<file path="config.mk">
export PLATFORM = sky130hd
export DESIGN_NAME = txn_budget_timer
export DESIGN_NICKNAME = d
export VERILOG_FILES = /design/src/rtl/txn_timer_pkg.sv /design/src/rtl/txn_timer_slot.sv /design/src/rtl/txn_budget_timer.sv
export SDC_FILE = /design/constraint.sdc
export NUM_CORES = 1
export LEC_CHECK = 0
export ABC_AREA = 1
export CORE_ASPECT_RATIO = 1.25
export CORE_MARGIN = 4
export CORE_UTILIZATION = 64
export DETAILED_ROUTE_END_ITERATION = 10
export PLACE_DENSITY_LB_ADDON = 0.08
export SLEW_MARGIN = 10
export SYNTH_ARGS = -nofsm -noshare
export SYNTH_HDL_FRONTEND = slang
export SYNTH_SLANG_ARGS = --single-unit
export TNS_END_PERCENT = 100
</file>
<file path="constraint.sdc">
create_clock -name clk_i -period 3.9 [get_ports clk_i]
set_clock_uncertainty 0.05 [all_clocks]
set_input_delay 0.975 -clock clk_i [delete_from_list [all_inputs] [get_ports clk_i]]
set_output_delay 0.975 -clock clk_i [all_outputs]
set_load 0.005 [all_outputs]
</file>
<file path="src/rtl/txn_timer_pkg.sv">
// Shared types and constants for the transaction budget timer bank.
package txn_timer_pkg;

    // Per-slot timer state
    typedef enum logic [1:0] {
        StIdle    = 2'd0,
        StRun     = 2'd1,
        StExpired = 2'd2
    } slot_state_e;

    // Width of the optional aggregate timeout counter
    localparam int unsigned TotalCntWidth = 16;

endpackage

</file>
<file path="src/rtl/txn_timer_slot.sv">
// One timeout slot: IDLE/RUN/EXPIRED FSM plus a down-counter clocked by the tick pulse.
// Requests arrive already decoded for this slot; each is judged against the registered state.
module txn_timer_slot
    import txn_timer_pkg::*;
#(
    parameter int unsigned CntWidth = 10
) (
    input  logic                clk_i,
    input  logic                rst_ni,
    input  logic                tick_i,
    input  logic                start_i,
    input  logic                stop_i,
    input  logic                clr_i,
    input  logic [CntWidth-1:0] budget_i,
    output slot_state_e         state_o,
    output logic                illegal_o,
    output logic                expire_o
);

    slot_state_e         state_q, state_d;
    logic [CntWidth-1:0] cnt_q, cnt_d;

    // Next-state, counter update, request legality and expiry pulse
    always_comb begin
        state_d   = state_q;
        cnt_d     = cnt_q;
        illegal_o = 1'b0;
        expire_o  = 1'b0;

        // A request that does not match the current state is flagged and otherwise ignored
        if (start_i && (state_q != StIdle)) begin
            illegal_o = 1'b1;
        end
        if (stop_i && (state_q != StRun)) begin
            illegal_o = 1'b1;
        end
        if (clr_i && (state_q != StExpired)) begin
            illegal_o = 1'b1;
        end

        case (state_q)
            StIdle: begin
                // Arming never decrements, even if a tick lands in the same cycle
                if (start_i) begin
                    cnt_d = budget_i;
                    if (budget_i == '0) begin
                        state_d  = StExpired;
                        expire_o = 1'b1;
                    end else begin
                        state_d = StRun;
                    end
                end
            end
            StRun: begin
                // Completion wins over an expiring tick in the same cycle
                if (stop_i) begin
                    state_d = StIdle;
                end else if (tick_i) begin
                    if (cnt_q == CntWidth'(1)) begin
                        state_d  = StExpired;
                        cnt_d    = '0;
                        expire_o = 1'b1;
                    end else if (cnt_q != '0) begin
                        cnt_d = cnt_q - CntWidth'(1);
                    end
                end
            end
            StExpired: begin
                if (clr_i) begin
                    state_d = StIdle;
                end
            end
            default: begin
                state_d = StIdle;
                cnt_d   = '0;
            end
        endcase
    end

    // State and counter registers
    always_ff @(posedge clk_i or negedge rst_ni) begin
        if (!rst_ni) begin
            state_q <= StIdle;
            cnt_q   <= '0;
        end else begin
            state_q <= state_d;
            cnt_q   <= cnt_d;
        end
    end

    assign state_o = state_q;

endmodule

</file>
<file path="src/rtl/txn_budget_timer.sv">
// Bank of NumSlots transaction timeout timers driven by the prescaler tick.
// Decodes slot indices, flags illegal requests on err_o and raises a registered irq_o.
// Optional feature: define TXN_TIMER_TOTAL_CNT_EN to add the saturating total_timeouts_o counter.
module txn_budget_timer
    import txn_timer_pkg::*;
#(
    parameter int unsigned  NumSlots = 4,
    parameter int unsigned  CntWidth = 10,
    localparam int unsigned SlotIdxW = (NumSlots > 1) ? $clog2(NumSlots) : 1
) (
    input  logic                     clk_i,
    input  logic                     rst_ni,
    input  logic                     tick_i,
    input  logic                     start_i,
    input  logic [SlotIdxW-1:0]      start_slot_i,
    input  logic [CntWidth-1:0]      budget_i,
    input  logic                     stop_i,
    input  logic [SlotIdxW-1:0]      stop_slot_i,
    input  logic                     clr_i,
    input  logic [SlotIdxW-1:0]      clr_slot_i,
    output logic [NumSlots-1:0]      busy_o,
    output logic [NumSlots-1:0]      timeout_o,
    output logic                     irq_o,
    output logic                     err_o
`ifdef TXN_TIMER_TOTAL_CNT_EN
    ,
    output logic [TotalCntWidth-1:0] total_timeouts_o
`endif
);

    // One wider than the index so NumSlots itself is representable
    localparam logic [SlotIdxW:0] SlotLimit = (SlotIdxW + 1)'(NumSlots);

    logic [NumSlots-1:0] start_hit, stop_hit, clr_hit;
    logic [NumSlots-1:0] illegal, expire;
    slot_state_e         slot_state [NumSlots];
    logic                start_oor, stop_oor, clr_oor;
    logic                err_d, err_q;
    logic                irq_q;

    // Index values with no slot behind them are always illegal
    assign start_oor = start_i && ({1'b0, start_slot_i} >= SlotLimit);
    assign stop_oor  = stop_i && ({1'b0, stop_slot_i} >= SlotLimit);
    assign clr_oor   = clr_i && ({1'b0, clr_slot_i} >= SlotLimit);

    for (genvar g = 0; g < NumSlots; g++) begin : g_slot
        assign start_hit[g] = start_i && (start_slot_i == SlotIdxW'(g));
        assign stop_hit[g]  = stop_i && (stop_slot_i == SlotIdxW'(g));
        assign clr_hit[g]   = clr_i && (clr_slot_i == SlotIdxW'(g));

        txn_timer_slot #(
            .CntWidth (CntWidth)
        ) u_slot (
            .clk_i     (clk_i),
            .rst_ni    (rst_ni),
            .tick_i    (tick_i),
            .start_i   (start_hit[g]),
            .stop_i    (stop_hit[g]),
            .clr_i     (clr_hit[g]),
            .budget_i  (budget_i),
            .state_o   (slot_state[g]),
            .illegal_o (illegal[g]),
            .expire_o  (expire[g])
        );

        // Status comes straight from registered slot state
        assign busy_o[g]    = (slot_state[g] == StRun);
        assign timeout_o[g] = (slot_state[g] == StExpired);
    end

    // Any illegal or out-of-range request this cycle becomes a one-cycle error pulse
    always_comb begin
        err_d = (|illegal) | start_oor | stop_oor | clr_oor;
    end

    // Error pulse and interrupt registers
    always_ff @(posedge clk_i or negedge rst_ni) begin
        if (!rst_ni) begin
            err_q <= 1'b0;
            irq_q <= 1'b0;
        end else begin
            err_q <= err_d;
            irq_q <= |timeout_o;
        end
    end

    assign err_o = err_q;
    assign irq_o = irq_q;

`ifdef TXN_TIMER_TOTAL_CNT_EN
    logic [TotalCntWidth:0]   total_sum;
    logic [TotalCntWidth-1:0] total_d, total_q;

    // Add this cycle's expiry popcount, saturating at all-ones
    always_comb begin
        total_sum = {1'b0, total_q};
        for (int unsigned i = 0; i < NumSlots; i++) begin
            total_sum = total_sum + (TotalCntWidth + 1)'(expire[i]);
        end
        total_d = total_sum[TotalCntWidth] ? '1 : total_sum[TotalCntWidth-1:0];
    end

    // Aggregate timeout counter register
    always_ff @(posedge clk_i or negedge rst_ni) begin
        if (!rst_ni) begin
            total_q <= '0;
        end else begin
            total_q <= total_d;
        end
    end

    assign total_timeouts_o = total_q;
`else
    // Expiry pulses only feed the optional counter
    logic unused_expire;
    assign unused_expire = ^expire;
`endif

endmodule

</file>
### Word level (Yosys, flattened, before mapping)

Index checks and enable logic that the tools add are counted.

* add/subtract/negate cells: 4
* eq/ne operators: 57
* multiplexer cells: 61
* bitwise logic cells: 4
* reduce and logical (&&, ||, !) cells: 50

Operators by type and width (count)
* 2-to-1 mux 10 bit: 20
* case mux 10 bit (3 select lines): 4
* 2-to-1 mux 2 bit: 21
* equality test 10 x 1 -> 1 bit (second input constant): 4
* nonzero test 10 bit: 4
* subtractor 10 x 1 -> 10 bit (second input constant): 4
* logical AND 1 bit: 24
* inequality test 2 x 1 -> 1 bit (second input constant): 12
* inequality test 2 bit (second input constant): 12
* inequality test 3 x 1 -> 1 bit (second input constant): 8
* case mux 2 bit (3 select lines): 4
* equality test 2 bit (second input constant): 10
* AND reduction 5 bit: 4
* AND reduction 4 bit: 4
* equality test 2 x 1 -> 1 bit (second input constant): 7
* logical NOT 2 bit: 7
* 2-to-1 mux 1 bit: 12
* inequality test 3 x 2 -> 1 bit (second input constant): 4
* logical NOT 10 bit: 1
* nonzero test 2 bit: 4
* OR reduction 4 bit: 2
* inverter 1 bit: 4

* register bits after elaboration: 50
* input port bits: 22
* output and inout port bits: 10
* word-level logic and storage cells: 186

### Longest topological paths before layout

* word-level depth: 7
* mapped depth: 11
* mapped depth without buffers: 11

### Modules after synthesis

From an unflattened synthesis, not the netlist that was laid out.

* cells, all modules: 657
* area, all modules: 3998.8 µm²

Modules (own cells, without submodules)
* txn_timer_slot at g_slot[0].u_slot ...: instances 3, cells each 151, area an instance 927.1 µm², seq. area each 300.3 µm²
* txn_timer_slot at g_slot[3].u_slot: instances 1, cells each 157, area an instance 948.4 µm², seq. area each 300.3 µm²
* txn_budget_timer: instances 1, cells each 47, area an instance 269.0 µm², seq. area each 50.0 µm²

### Worst setup path after synthesis

Ideal clock, no wire load.

* path kind: in2reg
* from: input start_slot_i[1]
* to: register g_slot[0].u_slot.cnt_q[5]
* library setup time: 65 ps
* arrival: 1726 ps
* required time: 3785 ps
* setup slack: 2059 ps
* cell stages on the path: 9
* buffers on the path: 0
* path through: inv_1 > nand3_1 > nand2_1 > nand2_1 > nor2_1 > nand2_2 > inv_4 > nand2_1 > nand2_1

* word-level cells in the longest chain between the ends: 4

RTL lines
* start: declaration: RTL line txn_budget_timer.sv:15 `input logic [SlotIdxW-1:0] start_slot_i,`
* logical NOT 2 bit: RTL line txn_budget_timer.sv:47 `assign start_hit[g] = start_i && (start_slot_i == SlotIdxW'(g));`
* logical AND 1 bit: RTL line txn_budget_timer.sv:47
* inequality test 2 x 1 -> 1 bit (no source line)
* AND reduction 5 bit (no source line)
* end signal: assignment: RTL line txn_timer_slot.sv:87 `cnt_q <= cnt_d;`
* end: declaration: RTL line txn_timer_slot.sv:21 `logic [CntWidth-1:0] cnt_q, cnt_d;`

Every way passes these cells.
A chain may end at the register's enable or synchronous reset.

### Final worst setup path

* from: register g_slot[1].u_slot.state_q[1]
* to: output busy_o[1]

* word-level cells in the longest chain between the ends: 1

RTL lines
* start: declaration: RTL line txn_timer_slot.sv:20 `slot_state_e state_q, state_d;`
* start signal: assignment: RTL line txn_timer_slot.sv:83 `state_q <= StIdle;`
* start signal: assignment: RTL line txn_timer_slot.sv:86 `state_q <= state_d;`
* equality test 2 x 1 -> 1 bit: RTL line txn_budget_timer.sv:67 `assign busy_o[g] = (slot_state[g] == StRun);`
* end: declaration: RTL line txn_budget_timer.sv:21 `output logic [NumSlots-1:0] busy_o,`

Every way passes these cells.

==> flow_metrics.tcl <==
set metrics [dict create \
    status "finished clean" \
    synth-edff-count 0 \
    clk_path_buf_depth 2 \
    period_needed_ns 2.625 \
    avgSynthCellArea_um2 6.291 \
    hold_class "reg2reg" \
    ant_nets 0 \
    cts-root-buf "clkbuf_8" \
    yosysWarnings 0 \
    fin_nets 677 \
    cp-start-kind "flop" \
    gp_congestion 0.9480 \
    syn-cell-area_um2 3837 \
    crit_type "reg2out" \
    p_per_area_nw_per_um2 853.4 \
    finalCritPeriodShare_pct 67.30 \
    area_delta_synth_final_pct 12.85 \
    die_x_um 77.26 \
    reg2reg_to "g_slot[3].u_slot.cnt_q[1]" \
    clk_latency_ns 0.31 \
    critical_path_arrival_ns 1.60 \
    post-cts-setup-buffers 0 \
    drv_slew 0 \
    post-route-util_pct 74.43 \
    start_util_pct 65.96 \
    slew-limit-headroom_pct 34.02 \
    cap_violations 0 \
    total_power_mw 3.696 \
    grt_start_max_net_pins 42 \
    crit_slowest_cell "clkdlybuf4s50_1" \
    drc 0 \
    yosysUniqueCellTypes 33 \
    finalHoldViolCount 0 \
    grt.overflow.total 0 \
    cts_tree "yes" \
    layout-drive-gt1-share_pct 7.430 \
    htreeDepth 2 \
    firstDrtPassIters 5 \
    drt_iter0_drc 318 \
    fmax_mhz 381.0 \
    synth_cells 610 \
    cp_cell_sequence "nor2_2 > clkdlybuf4s50_1" \
    async_reset_ff_share_pct 100.0 \
    path_max_fanout 6 \
    clock_sinks 50 \
    hpwlAfterDp_um 7584 \
    rows 31 \
    wl_um 10300 \
    synth_seq_cells 50 \
    cts_resized 0 \
    io_pins 32 \
    tns_ns 0 \
    avgViaCountPerCell 5.633 \
    crit_path_start "g_slot[1].u_slot.state_o[1]" \
    p_leak_nw 2.301 \
    hold_slack_ns 0.4466 \
    rsz0062_at_grt "no" \
    grt_pass1_wl_um 17010 \
    via_count 4011 \
    critPathCaptureType "primary output" \
    routedWlPerCell_um 14.46 \
    ys_seq_area_share_pct 32.61 \
    gr-usage-all-layers_pct 29.18 \
    r2r_slack_ns 1.76 \
    slowest_delay_ns 0.57 \
    worst_pin_slew_ns 0.9897 \
    synth_nets 642 \
    postCtsHoldBufs 0 \
    place.port_buffers 31 \
    cts_made_buffers 5 \
    grt_pass1_vias 3777 \
    antennaDiodeCount 0 \
    setup_viol 0 \
    path_clk_slew_ns 0.11 \
    antenna_found_initial 0 \
    r2r_start "g_slot[3].u_slot.state_o[1]" \
    critPathRequiredTime_ns 2.87 \
    reg2reg_depth 8 \
    die_h_um 94.58 \
    synth_flop_cell "dfrtp_1" \
    core_region_area_um2 5818 \
    endpoint "busy_o[1]" \
    ir_worst_vdd_uv 506.2 \
    die_area_um2 7307 \
]
==> Yosys cell counts, types with 2 or more instances <==
| master | instances | area (um^2) |
|---|---|---|
| inv_1 | 54 | 202.7 |
| clkbuf_1 | 3 | 11.26 |
| xnor2_1 | 3 | 26.28 |
| o31ai_1 | 2 | 15.01 |
| nand2_1 | 274 | 1028 |
| o21ai_0 | 28 | 140.1 |
| a21oi_1 | 2 | 10.01 |
| nor2_2 | 10 | 62.56 |
| o21bai_1 | 6 | 45.04 |
| dfrtp_1 | 50 | 1251 |
| o221ai_1 | 2 | 17.52 |
| nand4_1 | 12 | 75.07 |
| nor2_1 | 54 | 202.7 |
| xor2_1 | 9 | 78.83 |
| nand3_1 | 51 | 255.2 |
| ha_1 | 10 | 125.1 |
| nor2_4 | 6 | 67.56 |
| inv_2 | 9 | 33.78 |
| buf_6 | 2 | 22.52 |
| o22ai_1 | 3 | 18.77 |
| nor3_1 | 2 | 10.01 |
| nand2_2 | 6 | 37.54 |
| nand3b_1 | 2 | 15.01 |
==> report_power, final <==
| part | switching [mW] | internal (mW) |
|---|---|---|
| clock | 0.186 | 0.211 |
| combinational | 1.49 | 0.814 |
| sequential | 0.238 | 0.755 |
==> layout by cell type, fill, tap and decap left out, types with 2 or more instances in the layout <==
master             n
ha_1              10
o21bai_1           6
o31ai_1            2
clkbuf_8           6
nor2_2            10
o221ai_1           2
buf_4              3
inv_2              9
clkdlybuf4s50_1   30
dfrtp_1           50
nor2_1            54
nor3_1             2
nor2_4             6
nand2_1          274
nand3b_1           2
xnor2_1            3
nand3_1           51
o21ai_0           28
nand4_1           12
nand2_2            6
xor2_1             9
o22ai_1            3
a21oi_1            2
inv_1             54
==> sequential cells by signal, indices dropped and copies added (netlist names) <==
name and cells:
irq_o 1, g_slot.u_slot.state_o 8, err_o 1, g_slot.u_slot.cnt_q 40
==> how the worst min path moves through the flow <==
stage / from / to / slack [ns] / cells after the start
after floorplan: g_slot[1].u_slot.cnt_q[1] / g_slot[1].u_slot.cnt_q[1] / 0.39 / 2
after global placement: g_slot[1].u_slot.cnt_q[1] / g_slot[1].u_slot.cnt_q[1] / 0.41 / 2
after detailed placement: g_slot[2].u_slot.cnt_q[1] / g_slot[2].u_slot.cnt_q[1] / 0.43 / 2
after CTS: g_slot[2].u_slot.cnt_q[1] / g_slot[2].u_slot.cnt_q[1] / 0.45 / 2
after global routing: g_slot[1].u_slot.cnt_q[1] / g_slot[1].u_slot.cnt_q[1] / 0.49 / 2
final: g_slot[2].u_slot.cnt_q[1] / g_slot[2].u_slot.cnt_q[1] / 0.45 / 2
==> area by class of cell <==
type	count	area (um^2)
flip-flops and latches	50	1251
well taps	66	82.58
repair buffers	34	327.8
inverters	64	242.7
fillers	490	1488
clock inverters	2	38.79
clock buffers	6	82.58
multi-input cells	490	2305
==> critical path, delay by kind of cell, from the launching register on <==
family | cells | cell delay, ns
buf+inv | 1 | 0.57
flops | 1 | 0.42
simple gates | 1 | 0.30
==> layer usage <==
layer  vias to the layer above  routed length, um  track usage (%)
met4                         0                331            12.91
met1                      1839               4245            35.34
li1                       1999                  -                -
met5                         -                  0                0
met2                       140               5084            51.73
met3                        33                634            4.008
==> stage by stage <==
step | cell area, um^2 | setup WS, ns | std cells
2_1_floorplan | 3837 | 2.059 | 610
3_3_place_gp | 4209 | 1.259 | 704
3_5_place_dp | 4209 | 1.205 | 704
4_1_cts | 4330 | 1.294 | 712
5_1_grt | 4330 | 1.233 | 712
6_report | 4330 | 1.275 | 712
==> kinds of logic after synthesis <==
family / count (synthesis) / share of synthesized area (%)
xor+xnor: 12 / 2.739
fa+ha+maj: 10 / 3.261
flops: 50 / 32.61
simple gates: 419 / 46.17
compound gates: 49 / 7.890
buf+inv: 70 / 7.336
No activity file was read; power rests on OpenSTA's default activity.
